===== src/rtl/msg_uart_tx.sv =====
// Message sequencer + 8N1 UART transmitter: walks the character ROM from
// address 0 and serializes each byte until a NUL or MSG_LEN characters.
//
// state | meaning
// IDLE  | line high, waiting for start
// LOAD  | sample rom_data; NUL ends the message
// START | start bit (tx=0) for CLKS_PER_BIT cycles
// DATA  | eight data bits, LSB first
// STOP  | stop bit (tx=1), then next address or finish
module msg_uart_tx #(
  parameter int CLKS_PER_BIT = 434,
  parameter int MSG_LEN      = 16
) (
  input  logic       clk,
  input  logic       rst,
  input  logic       start,
  output logic [3:0] rom_addr,
  input  logic [7:0] rom_data,
  output logic       tx,
  output logic       busy,
  output logic       done
);

  localparam int BW = (CLKS_PER_BIT > 1) ? $clog2(CLKS_PER_BIT) : 1;
  localparam logic [BW-1:0] BAUD_LAST = BW'(CLKS_PER_BIT - 1);
  localparam logic [3:0]    LAST_ADDR = 4'(MSG_LEN - 1);

  typedef enum logic [2:0] {IDLE, LOAD, START, DATA, STOP} state_t;

  state_t          state;
  logic [BW-1:0]   baud;
  logic [2:0]      bit_cnt;
  logic [7:0]      shift;
  logic            baud_end;

  assign baud_end = (baud == BAUD_LAST);

  always_ff @(posedge clk or posedge rst) begin
    if (rst) begin
      state    <= IDLE;
      rom_addr <= 4'd0;
      tx       <= 1'b1;
      busy     <= 1'b0;
      done     <= 1'b0;
      baud     <= '0;
      bit_cnt  <= 3'd0;
      shift    <= 8'd0;
    end else begin
      done <= 1'b0;
      case (state)
        IDLE: begin
          tx   <= 1'b1;
          busy <= 1'b0;
          if (start) begin
            rom_addr <= 4'd0;
            busy     <= 1'b1;
            state    <= LOAD;
          end
        end
        LOAD: begin
          if (rom_data == 8'h00) begin
            done  <= 1'b1;
            busy  <= 1'b0;
            state <= IDLE;
          end else begin
            shift   <= rom_data;
            baud    <= '0;
            bit_cnt <= 3'd0;
            tx      <= 1'b0;
            state   <= START;
          end
        end
        START: begin
          if (baud_end) begin
            baud  <= '0;
            tx    <= shift[0];
            state <= DATA;
          end else begin
            baud <= baud + 1'b1;
          end
        end
        DATA: begin
          // shift[0] always holds the bit currently on the line
          if (baud_end) begin
            baud <= '0;
            if (bit_cnt == 3'd7) begin
              tx    <= 1'b1;
              state <= STOP;
            end else begin
              bit_cnt <= bit_cnt + 3'd1;
              shift   <= shift >> 1;
              tx      <= shift[1];
            end
          end else begin
            baud <= baud + 1'b1;
          end
        end
        STOP: begin
          if (baud_end) begin
            baud <= '0;
            if (rom_addr == LAST_ADDR) begin
              done     <= 1'b1;
              busy     <= 1'b0;
              rom_addr <= 4'd0;
              state    <= IDLE;
            end else begin
              rom_addr <= rom_addr + 4'd1;
              state    <= LOAD;
            end
          end else begin
            baud <= baud + 1'b1;
          end
        end
        default: state <= IDLE;
      endcase
    end
  end

endmodule

===== config.mk =====
export PLATFORM = sky130hd
export DESIGN_NAME = msg_uart_tx
export DESIGN_NICKNAME = d
export VERILOG_FILES = /design/src/rtl/msg_uart_tx.sv
export SDC_FILE = /design/constraint.sdc
export NUM_CORES = 1
export LEC_CHECK = 0
export ABC_AREA = 1
export BUFFER_PORTS_ARGS = -buffer_cell sky130_fd_sc_hd__buf_2
export CAP_MARGIN = 20
export CORE_ASPECT_RATIO = 1.25
export CORE_MARGIN = 4
export CORE_UTILIZATION = 55
export DETAILED_ROUTE_END_ITERATION = 8
export PLACE_DENSITY_LB_ADDON = 0.2
export SLEW_MARGIN = 20
export SYNTH_ARGS = -nofsm -noshare
export SYNTH_HDL_FRONTEND = slang
export SYNTH_SLANG_ARGS = --single-unit

===== constraint.sdc =====
create_clock -name clk -period 2.8 [get_ports clk]
set_input_delay 0.56 -clock clk [delete_from_list [all_inputs] [get_ports clk]]
set_output_delay 0.56 -clock clk [all_outputs]
set_load 0.02 [all_outputs]

## Word-level counts from Yosys, hierarchy flattened

Cells that the tools add are included.

| word-level totals | value |
|---|---|
| output and inout port bits | 7 |
| logic and storage cells | 78 |
| bits in registers | 30 |
| bits of input ports | 11 |

| operators by class | value |
|---|---|
| reduce and logical (&&, ||, !) cells | 14 |
| muxes and demuxes | 37 |
| equality and inequality tests | 16 |
| add/sub/neg operators | 3 |

Operators with widths:

| operator | count |
|---|---|
| two-way mux 3 bit | 8 |
| two-way mux 8 bit | 3 |
| two-way mux 9 bit | 2 |
| != test 2 bit (second input constant) | 9 |
| case mux 9 bit (2 select lines) | 1 |
| case mux 8 bit (2 select lines) | 1 |
| case mux 3 bit (5 select lines) | 1 |
| two-way mux 1 bit | 12 |
| two-way mux 4 bit | 3 |
| AND reduction 4 bit | 3 |
| adder 9 x 1 -> 9 bit (second input constant) | 1 |
| equality test 9 bit (second input constant) | 1 |
| zero test 8 bit | 1 |
| case mux 4 bit (2 select lines) | 1 |
| equality test 3 x 2 -> 1 bit (second input constant) | 2 |
| equality test 3 bit (second input constant) | 2 |
| case mux 3 bit (2 select lines) | 1 |
| nonzero test 2 bit | 3 |
| AND reduction 5 bit | 1 |
| adder 4 x 1 -> 4 bit (second input constant) | 1 |
| equality test 4 bit (second input constant) | 1 |
| case mux 1 bit (4 select lines) | 1 |
| nonzero test 4 bit | 1 |
| adder 3 x 1 -> 3 bit (second input constant) | 1 |
| other kinds (9) | 9 |

## Logic depth before layout (Yosys ltp)

Gate-level depths: netlist of run 1.

| logic depth | value |
|---|---|
| depth in word-level cells | 4 |
| mapped depth | 10 |
| mapped depth without buffers | 9 |

## Least setup slack after synthesis of run 1

No wires, ideal clock.

| timing path | value |
|---|---|
| kind | input port to flip-flop |
| start point | input port rom_data[7] |
| end point | register bit_cnt[0] |
| setup time | 0.117 ns |
| stages | 7 |
| data required time | 2.683 ns |
| path slack | 1.432 ns |
| path buffers | 1 |
| data arrival time | 1.251 ns |
| path through | nor2_1 nand2_1 nor2_1 nand2_4 buf_4 nand4_1 nand2_1 |

| on the way | value |
|---|---|
| word-level cells in the longest chain between the ends | 3 |

Ends and longest elaborated chain:

| element | RTL line | text |
|---|---|---|
| from (decl) | 18 | `input logic [7:0] rom_data,` |
| zero test 8 bit | 61 | `if (rom_data == 8'h00) begin` |
| != test 2 bit (no line) | -- |  |
| AND reduction 4 bit (no line) | -- |  |
| to (signal assigned) | 90 | `bit_cnt <= bit_cnt + 3'd1;` |
| to (decl) | 32 | `logic [2:0] bit_cnt;` |

Every way passes these cells.
A chain may end at the register's enable or synchronous reset.

## Final worst setup path of run 1

| timing path | value |
|---|---|
| start point | register baud[1] |
| end point | register shift[7] |

| on the way | value |
|---|---|
| word-level cells in the longest chain between the ends | 3 |

Ends and longest elaborated chain:

| element | RTL line | text |
|---|---|---|
| from (decl) | 31 | `logic [BW-1:0] baud;` |
| from (signal assigned) | 79 | `baud <= baud + 1'b1;` |
| from (signal assigned) | 95 | `baud <= baud + 1'b1;` |
| from (signal assigned) | 111 | `baud <= baud + 1'b1;` |
| equality test 9 bit | 36 | `assign baud_end = (baud == BAUD_LAST);` |
| != test 2 bit (no line) | -- |  |
| AND reduction 4 bit (no line) | -- |  |
| to (signal assigned) | 66 | `shift <= rom_data;` |
| to (signal assigned) | 91 | `shift <= shift >> 1;` |
| to (decl) | 33 | `logic [7:0] shift;` |

Every way passes these cells.

==> out/qor.yml, run 1 <==
status: "finished, final reports clean"
crit_arrival_ns: 2.12
dieArea_mm2: 0.00442
die_h_um: 73.3
antenna_found_initial: 0
vias_per_cell: 5.34
seqCellArea_um2: 752
relSlewSlack: 0.670
rsz0062_at_grt: "false"
power_leakage_nw: 1.11
grtUsageTotal: 0.203
clk_path_buf_depth: 2
multi_input_area_um2: 962
ys.flop_type: "dfrtp_1"
synth_warnings: 0
crit_required_ns: 2.97
post-route-period-util: 0.699
dr_total_vias: 1682
numCtsBuffers: 5
peakVddDrop_mv: 0.335
synthCells: 258
grt-ovfl-total: 0
cp-start-kind: "flop"
cts_hold_buf: 0
min_period_ns: 1.96
path_class: "flop to flop"
synth-seq-cells: 30
finalWirelength_mm: 3.80
synthArstFlopShare: 1.00
maxCapViolations: 0
cts.sinks: 30
p_per_area_mw_per_mm2: 400
cts_resized: 0
post_dp_cell_area_mm2: 0.00197
synth.distinct_cells: 27
drive_gt1_frac: 0.169
gp_congestion: 0.823
syn_nets: 274
wl_per_cell_um: 12.1
port_buffers: 17
reg2reg_depth: 9
first_pass_iters: 4
drt_iter0_drc: 77
grt_pass1_wl_mm: 6.84
setup-violations-final: 0
drc: 0
ant_nets: 0
hold_viol_final: 0
die_w_um: 60.3
cts_tree: "built"
area_growth_pct: 9.80
clock.fmax_ghz: 0.511
ys_seq_area_frac: 0.401
pin_count: 18
design_area_mm2: 0.00206
diodes: 0
p_total_w: 0.000824
synth_edf_count: 0
rows: 23
hold_path_class: "primary input to async pin"
grt_start_max_net_pins: 31
synth_area_mm2: 0.00188
htreeDepth: 2
grt_pass1_vias: 1645
avgSynthCellArea_um2: 7.27
final_common_cell: "nand2_1"
postCtsSetupBuffers: 0
worst-path-max-fanout: 11
dp_hpwl_mm: 2.74
worstSetupEndpointType: "flop"
nFillCells: 308
tightest_slew_ns: 0.494
clock_skew_ns: 0.0113
worst-r2r-setup-slack_ns: 0.84
clockRootBuffer: "clkbuf_8"
nNetsFinal: 293
tns_ns: 0
final_max_slew_viol_count: 0
initial_utilization: 0.577
clk_latency_ns: 0.29
final_cell_mix: "nand2_1 (96), dfrtp_1 (29), inv_1 (24)"
core_mm2: 0.00325
clkSlewWorstSetupHoldPaths_ns: 0.07
critical path, stage by stage, from the launching register on:
cell and delay, ns:
dfrtp_1 0.41, inv_1 0.09, ha_1 0.14, nand2_1 0.05, nor2_1 0.10, nand2_1 0.30, nand2_2 0.32, nand3_2 0.26
nand2_1 0.11, nand2_1 0.06
path summary, 6_finish.rpt:
path                            startpoint         end
worst min-delay path                   rst  bit_cnt[1]
worst max register to register     baud[1]    shift[7]
max in group asynchronous              rst          tx
min in group clk                  shift[0]    shift[0]
worst min register to register    shift[0]    shift[0]
worst max-delay path               baud[1]    shift[7]
synth_stat cells (3+ instances only):
cell type | instances | area, µm²
nand2_2 | 3 | 18.8
o21ai_1 | 6 | 30.0
inv_2 | 5 | 18.8
ha_1 | 5 | 62.6
inv_1 | 24 | 90.1
dfrtp_1 | 29 | 726
nand4_1 | 20 | 125
nand2_1 | 96 | 360
o21ai_0 | 8 | 40.0
buf_4 | 5 | 37.5
nand3_1 | 15 | 75.1
nor2_1 | 22 | 82.6
kinds of logic after synthesis:
logic type                 count (synthesis)  share of synthesized area
buffers and inverters                     36                     0.0867
AOI/OAI and AO/OA                         20                     0.0720
DFF                                       30                      0.401
adders and majority gates                  5                     0.0333
and+or+nand+nor                          167                      0.407
metrics by stage:
stage,setup WS (ns),hold WS (ns),util,std cells
after floorplan,1.43,0.433,-,258
after global placement,0.928,0.453,0.606,307
after detailed placement,0.865,0.458,0.606,307
after CTS,0.851,0.344,0.634,315
after global routing,0.580,0.366,0.634,315
final,0.843,0.334,0.634,315
sequential cells by signal, indices dropped and copies added, names as in the netlist:
| name | count |
|---|---|
| baud | 9 |
| shift | 8 |
| rom_addr | 4 |
| bit_cnt | 3 |
| state | 3 |
| busy | 1 |
| done | 1 |
| tx | 1 |
cell type report:
| type | instances | share of cell area |
|---|---|---|
| tap | 37 | 0.0225 |
| clock inverter | 1 | 0.00243 |
| multi-input combinational | 192 | 0.467 |
| sequential | 30 | 0.365 |
| clock buffer | 7 | 0.0419 |
| timing repair buffer | 19 | 0.0486 |
| inverter | 29 | 0.0528 |
report_power, final:
group          leakage [nW]  total (W)  switching (W)  internal [W]
Sequential            0.401   0.000433              0      0.000433
Combinational         0.661  0.0000247      0.0000156    0.00000905
Clock                0.0482   0.000366       0.000168      0.000198
metal layers:
layer	routed length (µm)	vias to the layer above	GRT usage
li1	-	867	-
met1	1680	776	0.235
met2	1890	31	0.339
met3	151	8	0.0527
met4	83	0	0.103
met5	0	-	0
Power figures use the tool's default switching activity.
==> run 2, diff against run 1 <==
- CORE_UTILIZATION: 55 -> 53
- clock period: 2.8 -> 1.6 ns (I/O delays scaled with it)
==> run 2 against run 1 <==
Sequential share of layout area decreased by 1.3 points. Power increased by 74%. Critical path type unchanged. Clock-buffer cell count unchanged. Via count increased by 0.54%. Clock skew decreased by 0.0018 ns. Cell count increased by 2.9%. Highest routed layer unchanged. Cell area increased by 3.8%.
==> out/qor.yml, run 2 (synthesized netlist as in run 1, its figures left out) <==
status: "finished, final reports clean"
tns_ns: 0
gp_congestion: 0.899
core_mm2: 0.00331
relSlewSlack: 0.728
diodes: 0
dr_total_vias: 1691
crit_arrival_ns: 1.63
dieArea_mm2: 0.00456
drt_iter0_drc: 77
min_period_ns: 1.47
dp_hpwl_mm: 2.82
reg.largest.list: "baud (9), shift (8), rom_addr (4)"
slowest_delay_ns: 0.41
reg2reg_to: "rom_addr[0]"
htreeDepth: 2
power_leakage_nw: 1.16
die_w_um: 61.2
rows: 23
post-route-util: 0.647
top_register: "baud"
setup-violations-final: 0
antenna_found_initial: 0
final_max_slew_viol_count: 0
pin_count: 18
clk_latency_ns: 0.28
grtUsageTotal: 0.189
cts_tree: "built"
clock_skew_ns: 0.00953
cts_hold_buf: 0
die_h_um: 74.5
peakVddDrop_mv: 0.659
p_sw_w: 0.000309
pwr-share-comb: 0.029
first_pass_iters: 6
path_cells: "inv_2 -> ha_1 -> nand2_1 -> nor2_1 -> nand2_1 -> buf_6 -> o21ai_4 -> o21ai_0"
tightest_slew_ns: 0.407
hold_path_class: "primary input to async pin"
nFillCells: 307
p_total_w: 0.00143
hold_viol_final: 0
initial_utilization: 0.567
cp_top_family: "flip-flops"
reg2reg_depth: 8
crit_required_ns: 1.76
ant_nets: 0
rsz0062_at_grt: "false"
drive_gt1_frac: 0.199
grt_start_max_net_pins: 31
final_cell_mix: "nand2_1 (96), dfrtp_1 (29), inv_1 (23)"
vias_per_cell: 5.22
cts.sinks: 30
clkSlewWorstSetupHoldPaths_ns: 0.07
final_common_cell: "nand2_1"
p_sw_frac: 0.216
crit_buf_inv: 2
worst-r2r-setup-slack_ns: 0.13
post-route-period-util: 0.918
r2r-start: "baud[1]"
numCtsBuffers: 5
clockRootBuffer: "clkbuf_8"
grt_pass1_vias: 1554
worst-path-max-fanout: 8
grt_pass1_wl_mm: 6.58
drc: 0
crit_start: "baud[1]"
p_per_area_mw_per_mm2: 668
nNetsFinal: 302
maxCapViolations: 0
finalWirelength_mm: 3.87
clk_path_buf_depth: 2
port_buffers: 17
area_growth_pct: 14.0
cp-start-kind: "flop"
wl_per_cell_um: 11.9
path_class: "flop to flop"
grt-ovfl-total: 0
largest_reg_flops: 9
p_int_w: 0.00112
cp_slowest_cell: "dfrtp_1"
seqPwrFrac: 0.530
p_clk_frac: 0.440
clock.fmax_ghz: 0.681
worstSetupEndpointType: "flop"
cpMostUsedCell: "nand2_1"
run 2: changes by cell type in the layout (fill, tap and decap cells not counted):
cell	change
inv_2	+1
nand3_2	-1
buf_4	+8
o21ai_0	-1
inv_1	-1
nand3_4	+1
buf_6	+1
o21ai_1	+1
run 2: per-stage QoR:
step	setup WS (ns)	std cells	hold WS, ns	instance area (µm²)
after floorplan	0.248	258	0.410	1880
after global placement	0.0972	314	0.413	2020
after detailed placement	0.0865	314	0.425	2020
after CTS	0.0790	322	0.126	2110
after global routing	0.000998	324	0.151	2140
final	0.132	324	0.106	2140
run 2: worst reg2reg max path: cells and delay by family, from the launching register on:
family | cells | cell delay (ns)
compound gates | 2 | 0.31
buf+inv | 2 | 0.22
flops | 1 | 0.41
fa+ha+maj | 1 | 0.14
simple gates | 3 | 0.25
run 2: power groups by stage:
stage	Clock, W	Combinational, W	Sequential [W]
floorplan	0	0.0000222	0.000773
global placement	0	0.0000436	0.000773
detailed placement	0	0.0000439	0.000773
CTS	0.000638	0.0000441	0.000759
global route	0.000674	0.0000509	0.000758
finish	0.000629	0.0000421	0.000759
run 2: routing by layer:
| layer | global-route usage | up-vias | routed length (µm) |
|---|---|---|---|
| li1 | - | 884 | - |
| met1 | 0.226 | 764 | 1730 |
| met2 | 0.332 | 38 | 1910 |
| met3 | 0.0417 | 5 | 186 |
| met4 | 0.0578 | 0 | 51 |
| met5 | 0 | - | 0 |
run 2: worst max-delay path by stage:
stage               slack, ns     endpoint  depth (start not counted)
floorplan                0.25  rom_addr[0]                          8
detailed placement       0.09  rom_addr[0]                          8
global route            0.001  rom_addr[1]                          9
finish                   0.13  rom_addr[0]                          8
global placement          0.1     shift[3]                          8
CTS                      0.08  rom_addr[0]                          8
run 2: repair_timing:
item,4_1_cts,5_1_grt
setup buffers,0,2
gates resized for setup,0,4
endpoints found under the setup margin,0,11
run 2: final cells by class:
| class | instances | area (µm²) | share of cell area |
|---|---|---|---|
| clock buffers | 7 | 86.3 | 0.0404 |
| clock inverters | 1 | 5.00 | 0.00234 |
| inverters | 29 | 109 | 0.0509 |
| multi-input cells | 192 | 970 | 0.453 |
| flip-flops and latches | 30 | 752 | 0.351 |
| well taps | 37 | 46.3 | 0.0216 |
| repair buffers | 28 | 171 | 0.0801 |
==> run 3, diff against run 2 <==
- ABC_AREA: 1 -> unset
- CORE_UTILIZATION: 53 -> 52
==> run 3 against run 2 <==
The run now ends with negative setup slack left. Power up 2.3%. Area after synthesis down 8.6%. Cell area grew 13%. Clock power rose by 1%. Clock skew down 0.0035 ns. Worst hold slack worse by 0.0044 ns. Largest power group unchanged. Highest routed layer unchanged.
==> out/qor.yml, run 3 <==
hold_viol_final: 0
finalWirelength_mm: 4.15
grt-ovfl-total: 0
reg2reg_depth: 7
netlist_top_cells_count: "dfrtp_1 (29), mux2_2 (16), nand2_1 (15)"
synth_warnings: 0
cts_hold_buf: 0
drt_iter0_drc: 79
synth_edf_count: 0
min_period_ns: 1.79
ys.flop_type: "dfrtp_1"
dp_hpwl_mm: 3.04
die_h_um: 72.2
ant_nets: 0
reg.largest.list: "baud (9), shift (8), rom_addr (4)"
clk_path_buf_depth: 2
nFillCells: 238
area_growth_pct: 40.3
peakVddDrop_mv: 0.668
tightest_slew_ns: 0.389
pin_count: 18
clock_skew_ns: 0.00606
synth_most_common_cell: "dfrtp_1"
die_w_um: 59.4
reg2reg_to: "shift[1]"
design_area_mm2: 0.00241
final_cell_mix: "buf_4 (44), dfrtp_1 (27), buf_2 (17)"
dieArea_mm2: 0.00429
numCtsBuffers: 5
status: "finished, violations left"
clock.fmax_ghz: 0.559
clkSlewWorstSetupHoldPaths_ns: 0.06
final_max_slew_viol_count: 0
grt_pass1_vias: 1584
grtUsageTotal: 0.217
rows: 23
post-route-period-util: 1.12
violations: "negative setup slack"
clockRootBuffer: "clkbuf_8"
synthArstFlopShare: 1.00
port_buffers: 17
antenna_found_initial: 0
drive_gt1_frac: 0.487
synth-seq-cells: 30
p_per_area_mw_per_mm2: 608
htreeDepth: 2
crit_required_ns: 1.76
cts.sinks: 30
synth_area_leaders: "dfrtp_1 (42%), mux2_2 (11%), ha_1 (3.6%), nand2_1 (3.3%), nand3_1 (2.9%)"
cp-start-kind: "flop"
cts_tree: "built"
yosysTopAreaCell: "dfrtp_1"
synth_area_mm2: 0.00172
power_leakage_nw: 1.10
synth.distinct_cells: 53
hold_path_class: "primary input to async pin"
vias_per_cell: 5.70
crit_arrival_ns: 1.95
r2r-start: "baud[1]"
largest_reg_flops: 9
dr_total_vias: 1546
initial_utilization: 0.537
path_class: "flop to flop"
ys_seq_area_frac: 0.438
setup_ws_ns: -0.190
setup-violations-final: 16
worst-r2r-setup-slack_ns: -0.19
rsz0062_at_grt: "true"
cp_slowest_cell: "dfrtp_1"
tns_ns: -2.11
post_dp_cell_area_mm2: 0.00217
grt_start_max_net_pins: 31
avgSynthCellArea_um2: 10.4
core_mm2: 0.00319
gp_congestion: 0.863
first_pass_iters: 4
slowest_delay_ns: 0.38
wl_per_cell_um: 15.3
worstSetupEndpointType: "flop"
path_cells: "inv_1 -> ha_1 -> and4b_2 -> nand2_4 -> o31ai_4 -> buf_12 -> mux2_2"
relSlewSlack: 0.741
nNetsFinal: 249
maxCapViolations: 0
clk_latency_ns: 0.28
grt_pass1_wl_mm: 7.03
netlist.area_leader.share: 0.423
diodes: 0
final_common_cell: "buf_4"
worst-path-max-fanout: 9
drc: 0
syn_nets: 181
synthCells: 165
top_register: "baud"
-- run 3: cell count changes after synthesis, sizes merged, moves of 3 or more --
cell	previous run	this run
nor3b	1	4
and3	0	3
mux2	0	16
a21oi	0	9
nor2	24	4
inv	29	7
nand2	101	16
nor2b	0	3
o21ai	18	11
nand3	17	10
nand4	20	1
a211o	0	3
buf	7	3
nor3	0	5
-- run 3: worst max path at each step --
stage | startpoint | endpoint | slack [ns] | cells past startpoint
2_1_floorplan | baud[1] | bit_cnt[0] | -0.23 | 6
3_3_place_gp | baud[1] | shift[2] | -0.19 | 6
3_5_place_dp | baud[1] | shift[0] | -0.26 | 6
4_1_cts | baud[1] | shift[0] | -0.20 | 7
5_1_grt | baud[1] | shift[5] | -0.23 | 7
6_report | baud[1] | shift[1] | -0.19 | 7
-- run 3: cell families after synthesis --
kind of cell             after synthesis  share of synthesized area
AO/OA/AOI/OAI                         37                      0.157
XOR/XNOR                               2                     0.0102
adder cells (fa/ha/maj)                5                     0.0365
buffers and inverters                 12                     0.0306
flip-flops                            30                      0.438
multiplexers                          18                      0.117
AND/OR/NAND/NOR                       61                      0.211
-- run 3: what timing repair did --
| item | 4_1_cts | 5_1_grt |
|---|---|---|
| setup buffers | 1 | 3 |
| endpoints found under the setup margin | 19 | 25 |
| pin swaps | 5 | 4 |
| cloned | 0 | 0 |
| resized for setup | 6 | 18 |
-- run 3: layout make-up --
type | count | area [µm²] | share of cell area
inverter | 7 | 26.3 | 0.0109
sequential | 30 | 754 | 0.313
clock inverter | 1 | 5.00 | 0.00208
tap | 37 | 46.3 | 0.0192
timing repair buffer | 66 | 480 | 0.200
multi-input combinational | 123 | 1010 | 0.419
clock buffer | 7 | 86.3 | 0.0359
-- run 3: per-layer routing --
layer	routed length [µm]	part of all wire	vias to the layer above	track usage
li1	-	-	746	-
met1	1620	0.39	762	0.239
met2	2280	0.55	27	0.383
met3	121	0.029	11	0.0445
met4	128	0.031	0	0.111
met5	0	0	-	0
-- run 3: worst max-delay path: cells and delay by family (launching register included) --
family / cells / cell delay (ns)
buf+inv: 2 / 0.22
compound gates: 1 / 0.25
simple gates: 2 / 0.33
flops: 1 / 0.38
fa+ha+maj: 1 / 0.15
mux: 1 / 0.34
-- run 3: stage by stage --
stage                     instances  setup WS [ns]  hold WS [ns]  power [W]  utilization
after CTS                       268         -0.197         0.105    0.00149        0.729
after global routing            271         -0.229         0.152    0.00152        0.754
after floorplan                 165         -0.232         0.410   0.000812            -
final                           271         -0.190         0.101    0.00146        0.754
after global placement          259         -0.194         0.406   0.000837        0.679
after detailed placement        259         -0.265         0.419   0.000841        0.679
-- run 3: report_power, final --
part	switching (W)	internal [W]
Combinational	0.0000281	0.0000273
Sequential	0.00000453	0.000766
Clock	0.000291	0.000347
Total	0.000323	0.00114
